**config.mk**
```make
export PLATFORM = sky130hd
export DESIGN_NAME = mem_op_intake_flat
export DESIGN_NICKNAME = d
export VERILOG_FILES = /design/src/rtl/mem_op_intake_if.sv /design/src/rtl/mem_op_intake.sv /design/src/flat_wrapper.sv
export SDC_FILE = /design/constraint.sdc
export NUM_CORES = 1
export LEC_CHECK = 0
export ABC_AREA = 1
export CAP_MARGIN = 20
export CORE_ASPECT_RATIO = 0.7
export CORE_MARGIN = 2
export CORE_UTILIZATION = 47
export DETAILED_ROUTE_END_ITERATION = 10
export GPL_ROUTABILITY_DRIVEN = 0
export PLACE_DENSITY_LB_ADDON = 0.12
export SYNTH_ARGS = -nofsm -noshare
export SYNTH_HDL_FRONTEND = slang
export SYNTH_SLANG_ARGS = --single-unit
```
**constraint.sdc**
```tcl
create_clock -name clock -period 3.9 [get_ports clock]
set_input_delay 0.975 -clock clock [delete_from_list [all_inputs] [get_ports clock]]
set_output_delay 0.975 -clock clock [all_outputs]
set_load 0.02 [all_outputs]
```
**src/rtl/mem_op_intake_if.sv**
```systemverilog
// Ring, resend, mem-op, write-data and message queue signals of the memory op intake block.
// The slave modport is the intake's view; master is the surrounding environment.
interface mem_op_intake_if;
    logic         inValid;
    logic [3:0]   inDest;
    logic [31:0]  inData;
    logic         inReady;
    logic         resendQempty;
    logic         rdResend;
    logic [39:0]  resendIn;
    logic         memOpQfull;
    logic         wrMemOp;
    logic [3:0]   memOpDestOut;
    logic [31:0]  memOpDataOut;
    logic         writeDataQfull;
    logic         wrWriteData;
    logic [127:0] writeDataOut;
    logic         msgFull;
    logic         wrMsg;
    logic [39:0]  msgOut;

    modport slave (
        input  inValid, inDest, inData, resendQempty, resendIn,
               memOpQfull, writeDataQfull, msgFull,
        output inReady, rdResend, wrMemOp, memOpDestOut, memOpDataOut,
               wrWriteData, writeDataOut, wrMsg, msgOut
    );

    modport master (
        output inValid, inDest, inData, resendQempty, resendIn,
               memOpQfull, writeDataQfull, msgFull,
        input  inReady, rdResend, wrMemOp, memOpDestOut, memOpDataOut,
               wrWriteData, writeDataOut, wrMsg, msgOut
    );
endinterface

```
**src/rtl/mem_op_intake.sv**
```systemverilog
// Memory op intake: arbitrates resend entries against ring words, forwards read headers
// immediately and assembles four-word flush lines before pushing header and line together.
module mem_op_intake (
    input  logic        clock,
    input  logic        reset,
    mem_op_intake_if.slave bus,
    output logic [15:0] opCount,
    output logic [7:0]  dropCount
);

    typedef enum logic [1:0] {IDLE, COLLECT, COMMIT} state_t;

    state_t       state;
    state_t       state_next;
    logic [1:0]   word_cnt;
    logic [3:0]   hdr_dest;
    logic [31:0]  hdr_data;
    logic [127:0] line;
    logic         latch_hdr;
    logic         store_word;
    logic         drop_inc;
    logic         resend_taken;
    logic [3:0]   resend_type;

    function automatic logic [7:0] sat_inc8(input logic [7:0] v);
        return (v == 8'hFF) ? v : v + 8'd1;
    endfunction

    assign resend_type = bus.resendIn[35:32];

    always_ff @(posedge clock) begin
        if (reset) state <= IDLE;
        else       state <= state_next;
    end

    always_comb begin
        state_next       = state;
        bus.inReady      = 1'b0;
        bus.rdResend     = 1'b0;
        bus.wrMemOp      = 1'b0;
        bus.memOpDestOut = 4'd0;
        bus.memOpDataOut = 32'd0;
        bus.wrWriteData  = 1'b0;
        bus.writeDataOut = 128'd0;
        bus.wrMsg        = 1'b0;
        bus.msgOut       = 40'd0;
        latch_hdr        = 1'b0;
        store_word       = 1'b0;
        drop_inc         = 1'b0;
        resend_taken     = 1'b0;
        if (!reset) begin
            case (state)
                IDLE: begin
                    // A resend head blocked by its own full flag yields the cycle to the ring.
                    if (!bus.resendQempty) begin
                        if (resend_type == 4'b0010) begin
                            if (!bus.memOpQfull) begin
                                bus.rdResend     = 1'b1;
                                bus.wrMemOp      = 1'b1;
                                bus.memOpDestOut = bus.resendIn[39:36];
                                bus.memOpDataOut = bus.resendIn[31:0];
                                resend_taken     = 1'b1;
                            end
                        end else if (resend_type == 4'b0110) begin
                            if (!bus.msgFull) begin
                                bus.rdResend = 1'b1;
                                bus.wrMsg    = 1'b1;
                                bus.msgOut   = bus.resendIn;
                                resend_taken = 1'b1;
                            end
                        end else begin
                            bus.rdResend = 1'b1;
                            drop_inc     = 1'b1;
                            resend_taken = 1'b1;
                        end
                    end
                    if (!resend_taken) begin
                        if (bus.inData[28] || (bus.inDest == 4'd0)) begin
                            bus.inReady = !bus.memOpQfull;
                            if (bus.inValid && !bus.memOpQfull) begin
                                bus.wrMemOp      = 1'b1;
                                bus.memOpDestOut = bus.inDest;
                                bus.memOpDataOut = bus.inData;
                            end
                        end else begin
                            bus.inReady = 1'b1;
                            if (bus.inValid) begin
                                latch_hdr  = 1'b1;
                                state_next = COLLECT;
                            end
                        end
                    end
                end
                COLLECT: begin
                    bus.inReady = 1'b1;
                    if (bus.inValid) begin
                        store_word = 1'b1;
                        if (word_cnt == 2'd3) state_next = COMMIT;
                    end
                end
                COMMIT: begin
                    // Header and line leave together or not at all.
                    if (!bus.memOpQfull && !bus.writeDataQfull) begin
                        bus.wrMemOp      = 1'b1;
                        bus.memOpDestOut = hdr_dest;
                        bus.memOpDataOut = hdr_data;
                        bus.wrWriteData  = 1'b1;
                        bus.writeDataOut = line;
                        state_next       = IDLE;
                    end
                end
                default: state_next = IDLE;
            endcase
        end
    end

    always_ff @(posedge clock) begin
        if (reset) begin
            word_cnt  <= 2'd0;
            hdr_dest  <= 4'd0;
            hdr_data  <= 32'd0;
            line      <= 128'd0;
            opCount   <= 16'd0;
            dropCount <= 8'd0;
        end else begin
            if (latch_hdr) begin
                hdr_dest <= bus.inDest;
                hdr_data <= bus.inData;
                word_cnt <= 2'd0;
            end
            if (store_word) begin
                line[{word_cnt, 5'd0} +: 32] <= bus.inData;
                word_cnt                     <= word_cnt + 2'd1;
            end
            opCount <= opCount + {15'd0, bus.wrMemOp};
            if (drop_inc) dropCount <= sat_inc8(dropCount);
        end
    end

endmodule

```
**src/flat_wrapper.sv**
```systemverilog
// flat-port wrapper written by rule: the top's interface ports become plain ports
module mem_op_intake_flat 
  (clock, reset, opCount, dropCount, bus_inValid, bus_inDest, bus_inData, bus_resendQempty, bus_resendIn, bus_memOpQfull, bus_writeDataQfull, bus_msgFull, bus_inReady, bus_rdResend, bus_wrMemOp, bus_memOpDestOut, bus_memOpDataOut, bus_wrWriteData, bus_writeDataOut, bus_wrMsg, bus_msgOut);
  mem_op_intake_if bus_i ();
  input  logic clock;
  input  logic reset;
  output logic [15:0] opCount;
  output logic [7:0] dropCount;
  input wire logic [$bits(bus_i.inValid)-1:0] bus_inValid;
  input wire logic [$bits(bus_i.inDest)-1:0] bus_inDest;
  input wire logic [$bits(bus_i.inData)-1:0] bus_inData;
  input wire logic [$bits(bus_i.resendQempty)-1:0] bus_resendQempty;
  input wire logic [$bits(bus_i.resendIn)-1:0] bus_resendIn;
  input wire logic [$bits(bus_i.memOpQfull)-1:0] bus_memOpQfull;
  input wire logic [$bits(bus_i.writeDataQfull)-1:0] bus_writeDataQfull;
  input wire logic [$bits(bus_i.msgFull)-1:0] bus_msgFull;
  output wire logic [$bits(bus_i.inReady)-1:0] bus_inReady;
  output wire logic [$bits(bus_i.rdResend)-1:0] bus_rdResend;
  output wire logic [$bits(bus_i.wrMemOp)-1:0] bus_wrMemOp;
  output wire logic [$bits(bus_i.memOpDestOut)-1:0] bus_memOpDestOut;
  output wire logic [$bits(bus_i.memOpDataOut)-1:0] bus_memOpDataOut;
  output wire logic [$bits(bus_i.wrWriteData)-1:0] bus_wrWriteData;
  output wire logic [$bits(bus_i.writeDataOut)-1:0] bus_writeDataOut;
  output wire logic [$bits(bus_i.wrMsg)-1:0] bus_wrMsg;
  output wire logic [$bits(bus_i.msgOut)-1:0] bus_msgOut;
  assign bus_i.inValid = bus_inValid;
  assign bus_i.inDest = bus_inDest;
  assign bus_i.inData = bus_inData;
  assign bus_i.resendQempty = bus_resendQempty;
  assign bus_i.resendIn = bus_resendIn;
  assign bus_i.memOpQfull = bus_memOpQfull;
  assign bus_i.writeDataQfull = bus_writeDataQfull;
  assign bus_i.msgFull = bus_msgFull;
  assign bus_inReady = bus_i.inReady;
  assign bus_rdResend = bus_i.rdResend;
  assign bus_wrMemOp = bus_i.wrMemOp;
  assign bus_memOpDestOut = bus_i.memOpDestOut;
  assign bus_memOpDataOut = bus_i.memOpDataOut;
  assign bus_wrWriteData = bus_i.wrWriteData;
  assign bus_writeDataOut = bus_i.writeDataOut;
  assign bus_wrMsg = bus_i.wrMsg;
  assign bus_msgOut = bus_i.msgOut;
  mem_op_intake u_core (.clock(clock), .reset(reset), .bus(bus_i), .opCount(opCount), .dropCount(dropCount));
endmodule
```
Word-level counts from Yosys, hierarchy flattened
Cells that the tools add are included.
{ "totals": {"reg_bits": 192, "input_bits": 83, "out_inout_bits": 233, "word_cells": 113} }
{ "classes": {"add_sub_neg": 4, "eq_ne": 12, "n_shift": 2, "mux": 77, "bitwise_logic": 1, "reduce_logical": 10} }
{ "ops": {"columns": ["operator", "count"], "rows": [
  ["128-bit two-way mux", 3],
  ["32-bit two-way mux", 8],
  ["40-bit two-way mux", 6],
  ["128-bit bitwise mux", 1],
  ["32-bit by 9-bit variable shift with 128-bit output (first input constant)", 1],
  ["32-bit by 9-bit indexed part select with 128-bit output", 1],
  ["32-bit one-hot mux with 2 select lines", 1],
  ["1-bit two-way mux", 38],
  ["4-bit two-way mux", 8],
  ["16-bit by 1-bit adder with 16-bit output", 1],
  ["2-bit two-way mux", 8],
  ["7-bit negation with 9-bit output", 1],
  ["8-bit by 1-bit adder with 8-bit output (second input constant)", 1],
  ["8-bit equality test (second input constant)", 1],
  ["2-bit != test (second input constant)", 4],
  ["4-bit one-hot mux with 2 select lines", 1],
  ["2-bit one-hot mux with 3 select lines", 1],
  ["6-bit AND reduction", 1],
  ["2-bit equality test (second input constant)", 2],
  ["4-bit by 2-bit equality test with 1-bit output (second input constant)", 1],
  ["4-bit by 3-bit equality test with 1-bit output (second input constant)", 1],
  ["4-bit zero test", 1],
  ["2-bit by 1-bit != test with 1-bit output (second input constant)", 2],
  ["1-bit one-hot mux with 2 select lines", 2],
  ["other kinds (9)", 11]
]} }

Longest topological paths before layout
Gate-level depths: netlist of the first run.
{ "depth": {"ltp_word": 11, "mapped_depth": 18, "ltp_nobuf": 17} }

Worst setup path before layout of the first run
Ideal clock, no wire load.
{ "synth_path": {"path_kind": "input to register", "start": "input port bus_resendIn[33]", "end": "register u_core.opCount[14]", "setup_time_ns": 0.113, "t_arrival_ns": 3.626, "required_time_ns": 3.787, "setup_slack_ns": 0.161, "path_stages": 18, "n_path_buf": 1, "cell_sequence": "inv_1 -> nor2_2 -> nand3_1 -> nand3_1 -> clkbuf_1 -> a21oi_1 -> o21ai_0 -> ha_1 -> ha_1 -> nand3_1 -> nor2_1 -> nand2_1 -> nor2_1 -> nand2_1 -> nor2_1 -> nand2_1 -> nand2_1 -> nor2_1"} }
{ "synth_between": {"elab_chain_cells": 10, "elab_cells_between_ends": 15, "classes_between": "1 x add/sub; 2 x eq/ne; 12 x mux"} }
{ "synth_lines": {"columns": ["element", "line_no", "source"], "rows": [
  ["start, declared", "flat_wrapper.sv:13", "input wire logic [$bits(bus_i.resendIn)-1:0] bus_resendIn;"],
  ["4-bit by 3-bit equality test with 1-bit output", "mem_op_intake.sv:64", "end else if (resend_type == 4'b0110) begin"],
  ["1-bit two-way mux", "mem_op_intake.sv:64", null],
  ["1-bit two-way mux", "mem_op_intake.sv:56", "if (resend_type == 4'b0010) begin"],
  ["1-bit two-way mux", "mem_op_intake.sv:55", "if (!bus.resendQempty) begin"],
  ["1-bit two-way mux", "mem_op_intake.sv:52", "case (state)"],
  ["1-bit two-way mux", "mem_op_intake.sv:51", "if (!reset) begin"],
  ["1-bit two-way mux *", "mem_op_intake.sv:77", "if (!resend_taken) begin"],
  ["1-bit one-hot mux with 2 select lines *", "mem_op_intake.sv:52", null],
  ["1-bit two-way mux *", "mem_op_intake.sv:51", null],
  ["via bus_wrMemOp", "flat_wrapper.sv:19", "output wire logic [$bits(bus_i.wrMemOp)-1:0] bus_wrMemOp;"],
  ["16-bit by 1-bit adder with 16-bit output *", "mem_op_intake.sv:135", "opCount <= opCount + {15'd0, bus.wrMemOp};"],
  ["end signal, assigned", "mem_op_intake.sv:135", null],
  ["end, declared", "mem_op_intake.sv:7", "output logic [15:0] opCount,"]
]} }
The timed path passes the listed nets; every way through them passes the cells marked *. The select of a mux whose other input is x is not followed.
A chain may end at the register's enable or synchronous reset.

Final worst setup path of the first run
{ "layout_path": {"start": "input port bus_memOpQfull", "end": "output port bus_writeDataOut[29]"} }
{ "layout_between": {"elab_chain_cells": 5} }
{ "layout_lines": {"columns": ["element", "line_no", "source"], "rows": [
  ["start, declared", "flat_wrapper.sv:14", "input wire logic [$bits(bus_i.memOpQfull)-1:0] bus_memOpQfull;"],
  ["1-bit zero test", null, null],
  ["1-bit logical AND", "mem_op_intake.sv:103", "if (!bus.memOpQfull && !bus.writeDataQfull) begin"],
  ["128-bit two-way mux", "mem_op_intake.sv:103", null],
  ["128-bit two-way mux", "mem_op_intake.sv:52", null],
  ["128-bit two-way mux", "mem_op_intake.sv:51", null],
  ["end, declared", "flat_wrapper.sv:23", "output wire logic [$bits(bus_i.writeDataOut)-1:0] bus_writeDataOut;"]
]} }
Every way passes these cells.

==> results.md, run 1 <==
- Leak pwr: 6.62 nW
- Setup crit end kind: primary output
- Routed Antenna Nets: 0
- Die W: 178 µm
- Comb pwr share: 12.0%
- Die Span Y: 126 µm
- Power Total: 4.16 mW
- Yosys cell types: 28
- Pre-antenna DRT Iters: 6
- Fin area: 14100 µm²
- Relative contribution of sequential cells to total power: 47.9%
- Routed WL: 36800 µm
- Setup slack at placement: -0.460 ns
- Worst EP arrival: 2.85 ns
- Placed cell areas: 13700 µm²
- Post-Synthesis Cells: 1573
- Core area: 20700 µm²
- NumNets Final: 1979
- Root buf cell: clkbuf_16
- Min Tclk post-route: 3.82 ns
- Crit path max fanout: 29
- Hold_buf cts: 0
- Via density: 5.26
- YS warnings: 0
- Commonest non-fill, non-tap cells in the layout: nor2_1 (344), inv_1 (231), dfxtp_1 (192)
- Port bufs: 313
- Slew headroom: 49.1%
- CTS tree: done
- Area of the multi-input gates: 4790 µm²
- Skew final: 0.0124 ns
- Vias in the first global route: 10.2k
- Clock transition at the registers of the reported paths: 0.07 ns
- Sw power: 1.15 mW
- Max-slew violation count: 0
- Initial antenna violation count: 1
- #FFs+latches synth: 192
- Detailed Place HPWL: 27100 µm
- Num CTS Buffers: 17
- Max Cap Violations: 0
- Syn avg cell area: 6.31 µm²
- CTS H-tree depth: 4
- Post-Route Hold Slack: 0.445 ns
- CP Data Required Time: 2.92 ns
- Pin count of the biggest net entering global routing: 126
- Clk Latency, worst-skew pair: 0.43 ns
- Initial Util: 47.9%
- DRT iter0 DRCs: 1271
- Worst Slack Setup Final: 0.0774 ns
- Crit Path Class: input port to primary output
- FF+latch area: 3840 µm²
- Ant diodes: 0
- # fillers: 1927
- PD cells: 295 nW/µm²
- Status: finished clean
- Inst Count DP: 2142
- IR drop worst, VDD: 0.000315 V
- Final hold violation count: 0
- P&R area growth vs syn: 42.4%
- Crit start category: input port
- Sink Count: 192
- Vias after detailed routing: 11.4k
- Tcrit/Tclk final: 98.0%
- Routed wire per std cell: 16.9 µm
- Hold Path Class: flip-flop to flip-flop
- Final core area utilization: 68.2%
- DIE AREA: 22300 µm²
- Drt drc: 0
- Post-Syn Area: 9920 µm²
- Std cell rows: 44
- First-pass GRT wire length: 55700 µm
- Sw frac: 27.6%
- Clock network fraction of total power: 40.1%
- Global Route Usage Sum: 31.8%
- Maximum clock rate: 262 MHz
- Setup TNS: 0 ns
- Int Power: 3.02 mW
- Share of layout cells above drive strength 1: 10.7%
- Clock Path Buffers: 2
- Io pins: 316
- Non-Filler Instances: 2175
- Final setup violation count: 0
- Worst slew pin tran: 0.761 ns
- Post-synthesis sequential area ratio: 38.8%
- Commonest non-fill, non-tap cell in the layout: nor2_1
- GRT overflow: 0
-- routing by layer --
layer / up-vias / part of all wire [%] / track usage, %
met1: 5317 / 45 / 46.1
met2: 488 / 43 / 47.3
met3: 42 / 9.8 / 7.69
met4: 0 / 1.7 / 7.52
met5: - / 0 / 0
li1: 5594 / - / -
-- power groups by stage --
stage | logic, mW | registers [mW] | clock network (mW)
2_1_floorplan | 0.223 | 2.04 | 0
3_3_place_gp | 0.486 | 2.04 | 0
3_5_place_dp | 0.491 | 2.04 | 0
4_1_cts | 0.489 | 2.00 | 1.67
5_1_grt | 0.537 | 2.00 | 1.76
6_report | 0.499 | 2.00 | 1.67
-- what timing repair did --
action                     in CTS  in global routing
gates resized for setup       184                147
pin swaps                       1                  0
gates cloned                    0                  0
setup endpoints to repair     158                 94
buffers inserted                1                  0
-- synthesized netlist by cell type, drive strengths merged --
cell type | number | area share, %
nor2 | 351 | 13
inv | 238 | 9.0
nand2 | 196 | 7.4
dfxtp | 192 | 39
a21oi | 179 | 9.0
o21ai | 122 | 6.2
nand3 | 97 | 4.9
clkbuf | 74 | 2.8
a211oi | 40 | 3.0
buf | 37 | 1.9
nand4 | 10 | 0.63
ha | 9 | 1.1
nor3 | 9 | 0.57
a31oi | 6 | 0.38
nor3b | 5 | 0.38
xnor2 | 2 | 0.18
xor2 | 2 | 0.18
clkinv | 1 | 0.038
conb | 1 | 0.038
nand3b | 1 | 0.076
o21bai | 1 | 0.076
-- flip-flops by register name, indices dropped and copies added, names as in the netlist --
name	flops
u_core.word_cnt	2
u_core.hdr_data	32
u_core.opCount	16
u_core.state	2
u_core.line	128
u_core.dropCount	8
u_core.hdr_dest	4
-- critical path, cell delays in order --
cell             delay, ns
clkdlybuf4s50_1       0.48
buf_4                 0.18
nor2_1                0.10
inv_1                 0.09
nor2_4                0.17
nand2_8               0.16
buf_12                0.21
nor2_1                0.12
dlygate4sd2_1         0.36
-- path summary, 6_finish.rpt --
kind / cells past startpoint / slack, ns / to / startpoint
setup / recovery: 9 / 0.08 / bus_writeDataOut[29] / bus_memOpQfull
hold / removal: 2 / 0.45 / u_core.hdr_data[28]$_SDFFE_PP0P_ / u_core.hdr_data[28]$_SDFFE_PP0P_
setup reg to reg: 8 / 0.56 / u_core.line[70]$_SDFFE_PP0P_ / u_core.word_cnt[0]$_SDFFE_PP0P_
hold reg to reg: 2 / 0.45 / u_core.hdr_data[28]$_SDFFE_PP0P_ / u_core.hdr_data[28]$_SDFFE_PP0P_
-- final cells by class --
cell class / instances / area share (%)
clock buffers: 18 / 3.04
clock inverters: 13 / 0.824
inverters: 239 / 6.36
multi-input cells: 1032 / 33.9
flip-flops and latches: 192 / 27.2
well taps: 276 / 2.45
repair buffers: 405 / 26.2
-- cell families after synthesis --
kind of cell    count (synthesis)  synth area share, %
fa+ha+maj                       9                 1.14
other cells                     1               0.0378
compound gates                348                 18.7
simple gates                  669                 27.3
buf+inv                       350                 13.7
flops                         192                 38.8
xor+xnor                        4                0.353
No activity file was read; power rests on OpenSTA's default activity.
==> inputs of run 2 (changes only) <==
==> constraint.sdc (replaced) <==
create_clock -name clock -period 3.9 [get_ports clock]
set_input_delay 0.78 -clock clock [delete_from_list [all_inputs] [get_ports clock]]
set_output_delay 0.78 -clock clock [all_outputs]
set_load 0.02 [all_outputs]
==> results.md, run 2 (same netlist as run 1, synthesis figures left out) <==
- Status: finished clean
- CTS H-tree depth: 4
- DIE AREA: 22300 µm²
- Worst slew pin tran: 0.884 ns
- CTS tree: done
- Int Power: 3.08 mW
- Comb pwr share: 11.2%
- Hold_buf cts: 0
- Std cell rows: 44
- Global Route Usage Sum: 32.4%
- GRT overflow: 0
- Port bufs: 313
- Final core area utilization: 67.9%
- Routed wire per std cell: 17.5 µm
- CP Data Required Time: 3.12 ns
- DRT iter0 DRCs: 1196
- CP Buf/Inv Count: 4
- Die W: 178 µm
- Commonest non-fill, non-tap cell in the layout: nor2_1
- Clock network fraction of total power: 41.5%
- Pin count of the biggest net entering global routing: 104
- Die Span Y: 126 µm
- NumNets Final: 1930
- Leak pwr: 5.88 nW
- Hold Path Class: flip-flop to flip-flop
- Final setup violation count: 0
- P&R area growth vs syn: 41.6%
- Tcrit/Tclk final: 97.5%
- Kind of cell adding the most delay to the critical path: buffers and inverters
- RSZ-0062 raised after global routing: no
- Detailed Place HPWL: 27000 µm
- Slowest library cell on the worst path: clkdlybuf4s50_1
- Skew final: 0.0182 ns
- Slew headroom: 41.1%
- Largest register FFs: 128
- First-pass GRT wire length: 56500 µm
- Sw power: 1.14 mW
- Final hold violation count: 0
- Crit path max fanout: 35
- Num CTS Buffers: 17
- Min Tclk post-route: 3.80 ns
- Root buf cell: clkbuf_16
- Crit start category: input port
- Vias after detailed routing: 11.2k
- Via density: 5.25
- Initial antenna violation count: 0
- Register with the most flip-flops: u_core.line
- Clock transition at the registers of the reported paths: 0.07 ns
- Placed cell areas: 13400 µm²
- Max-slew violation count: 0
- Relative contribution of sequential cells to total power: 47.2%
- Io pins: 316
- Core area: 20700 µm²
- Sink Count: 192
- Setup TNS: 0 ns
- Post-CTS Setup Bufs: 0
- Vias in the first global route: 10.1k
- Routed Antenna Nets: 0
- Drt drc: 0
- Routed WL: 37200 µm
- Initial Util: 47.9%
- CP most frequent cell: clkdlybuf4s50_1
- PD cells: 301 nW/µm²
- Pre-antenna DRT Iters: 5
- Cells along the critical path: clkdlybuf4s50_1, nor2_1, nand2_1, a21oi_4, buf_12, a21oi_1, o21ai_0, buf_4, clkdlybuf4s50_1
- Post-Route Hold Slack: 0.451 ns
- Worst EP arrival: 3.02 ns
- Fin area: 14000 µm²
- Commonest non-fill, non-tap cells in the layout: nor2_1 (346), clkdlybuf4s50_1 (267), inv_1 (232)
- Max Cap Violations: 0
- Ant diodes: 0
- Sw frac: 27.0%
- Maximum clock rate: 263 MHz
- Clk Latency, worst-skew pair: 0.44 ns
- Share of layout cells above drive strength 1: 5.46%
- Clock Path Buffers: 2
- IR drop worst, VDD: 0.000309 V
- Worst path max stage delay: 0.60 ns
- Largest regs: u_core.line x128, u_core.hdr_data x32, u_core.opCount x16
- Crit Path Class: input port to primary output
- Setup crit end kind: primary output
[run 2: changes by cell type in the layout (fill, tap and decap cells not counted), moves of 3 or more]
cell / previous run / this run
buf_6: 3 / 0
buf_4: 91 / 44
clkbuf_2: 39 / 0
clkdlybuf4s15_1: 30 / 0
clkdlybuf4s50_1: 109 / 267
buf_2: 6 / 0
dlygate4sd2_1: 80 / 2
[run 2: worst paths after layout]
check	from	endpoint	slack, ns	cells past startpoint
setup / recovery	bus_inDest[2]	bus_wrMemOp	0.1	9
hold / removal	u_core.hdr_data[28]$_SDFFE_PP0P_	u_core.hdr_data[28]$_SDFFE_PP0P_	0.45	2
setup reg to reg	u_core.word_cnt[1]$_SDFFE_PP0P_	u_core.line[112]$_SDFFE_PP0P_	0.97	7
hold reg to reg	u_core.hdr_data[28]$_SDFFE_PP0P_	u_core.hdr_data[28]$_SDFFE_PP0P_	0.45	2
[run 2: cell type report]
type | count | area, µm²
multi-input cells | 1032 | 4760
clock buffers | 18 | 439
inverters | 239 | 898
clock inverters | 13 | 139
repair buffers | 356 | 3620
fillers | 1836 | 6650
well taps | 276 | 345
flip-flops and latches | 192 | 3840
[run 2: power groups by stage]
stage          clock [mW]  combinational [mW]  sequential [mW]
2_1_floorplan           0               0.223             2.04
5_1_grt              1.85               0.512             2.00
3_3_place_gp            0               0.459             2.04
6_report             1.75               0.475             1.99
3_5_place_dp            0               0.465             2.04
4_1_cts              1.76               0.467             1.99
[run 2: routing by layer]
layer / up-vias / share of wire, % / track usage, %
met3: 59 / 9.5 / 6.51
met1: 5082 / 46 / 47.9
met5: - / 0 / 0
met2: 538 / 43 / 48.3
met4: 0 / 2.0 / 7.52
li1: 5484 / - / -
[run 2: per-stage QoR]
stage / setup WS (ns) / power (mW) / std cells
after detailed placement: 0.00495 / 2.51 / 2095
after global routing: 0.0000542 / 4.36 / 2126
after floorplan: 0.356 / 2.26 / 1574
final: 0.0980 / 4.22 / 2126
after global placement: 0.117 / 2.50 / 2095
after CTS: 0.0215 / 4.22 / 2126
[run 2: repair_timing]
action,4_1_cts,5_1_grt
setup endpoints to repair,2,35
hold endpoints to repair,0,0
resized for setup,2,35
[run 2: worst min-delay path, stage by stage, from the launching register on]
cell and delay [ns]:
dfxtp_1 0.31, nand2_1 0.06, nor2_1 0.04
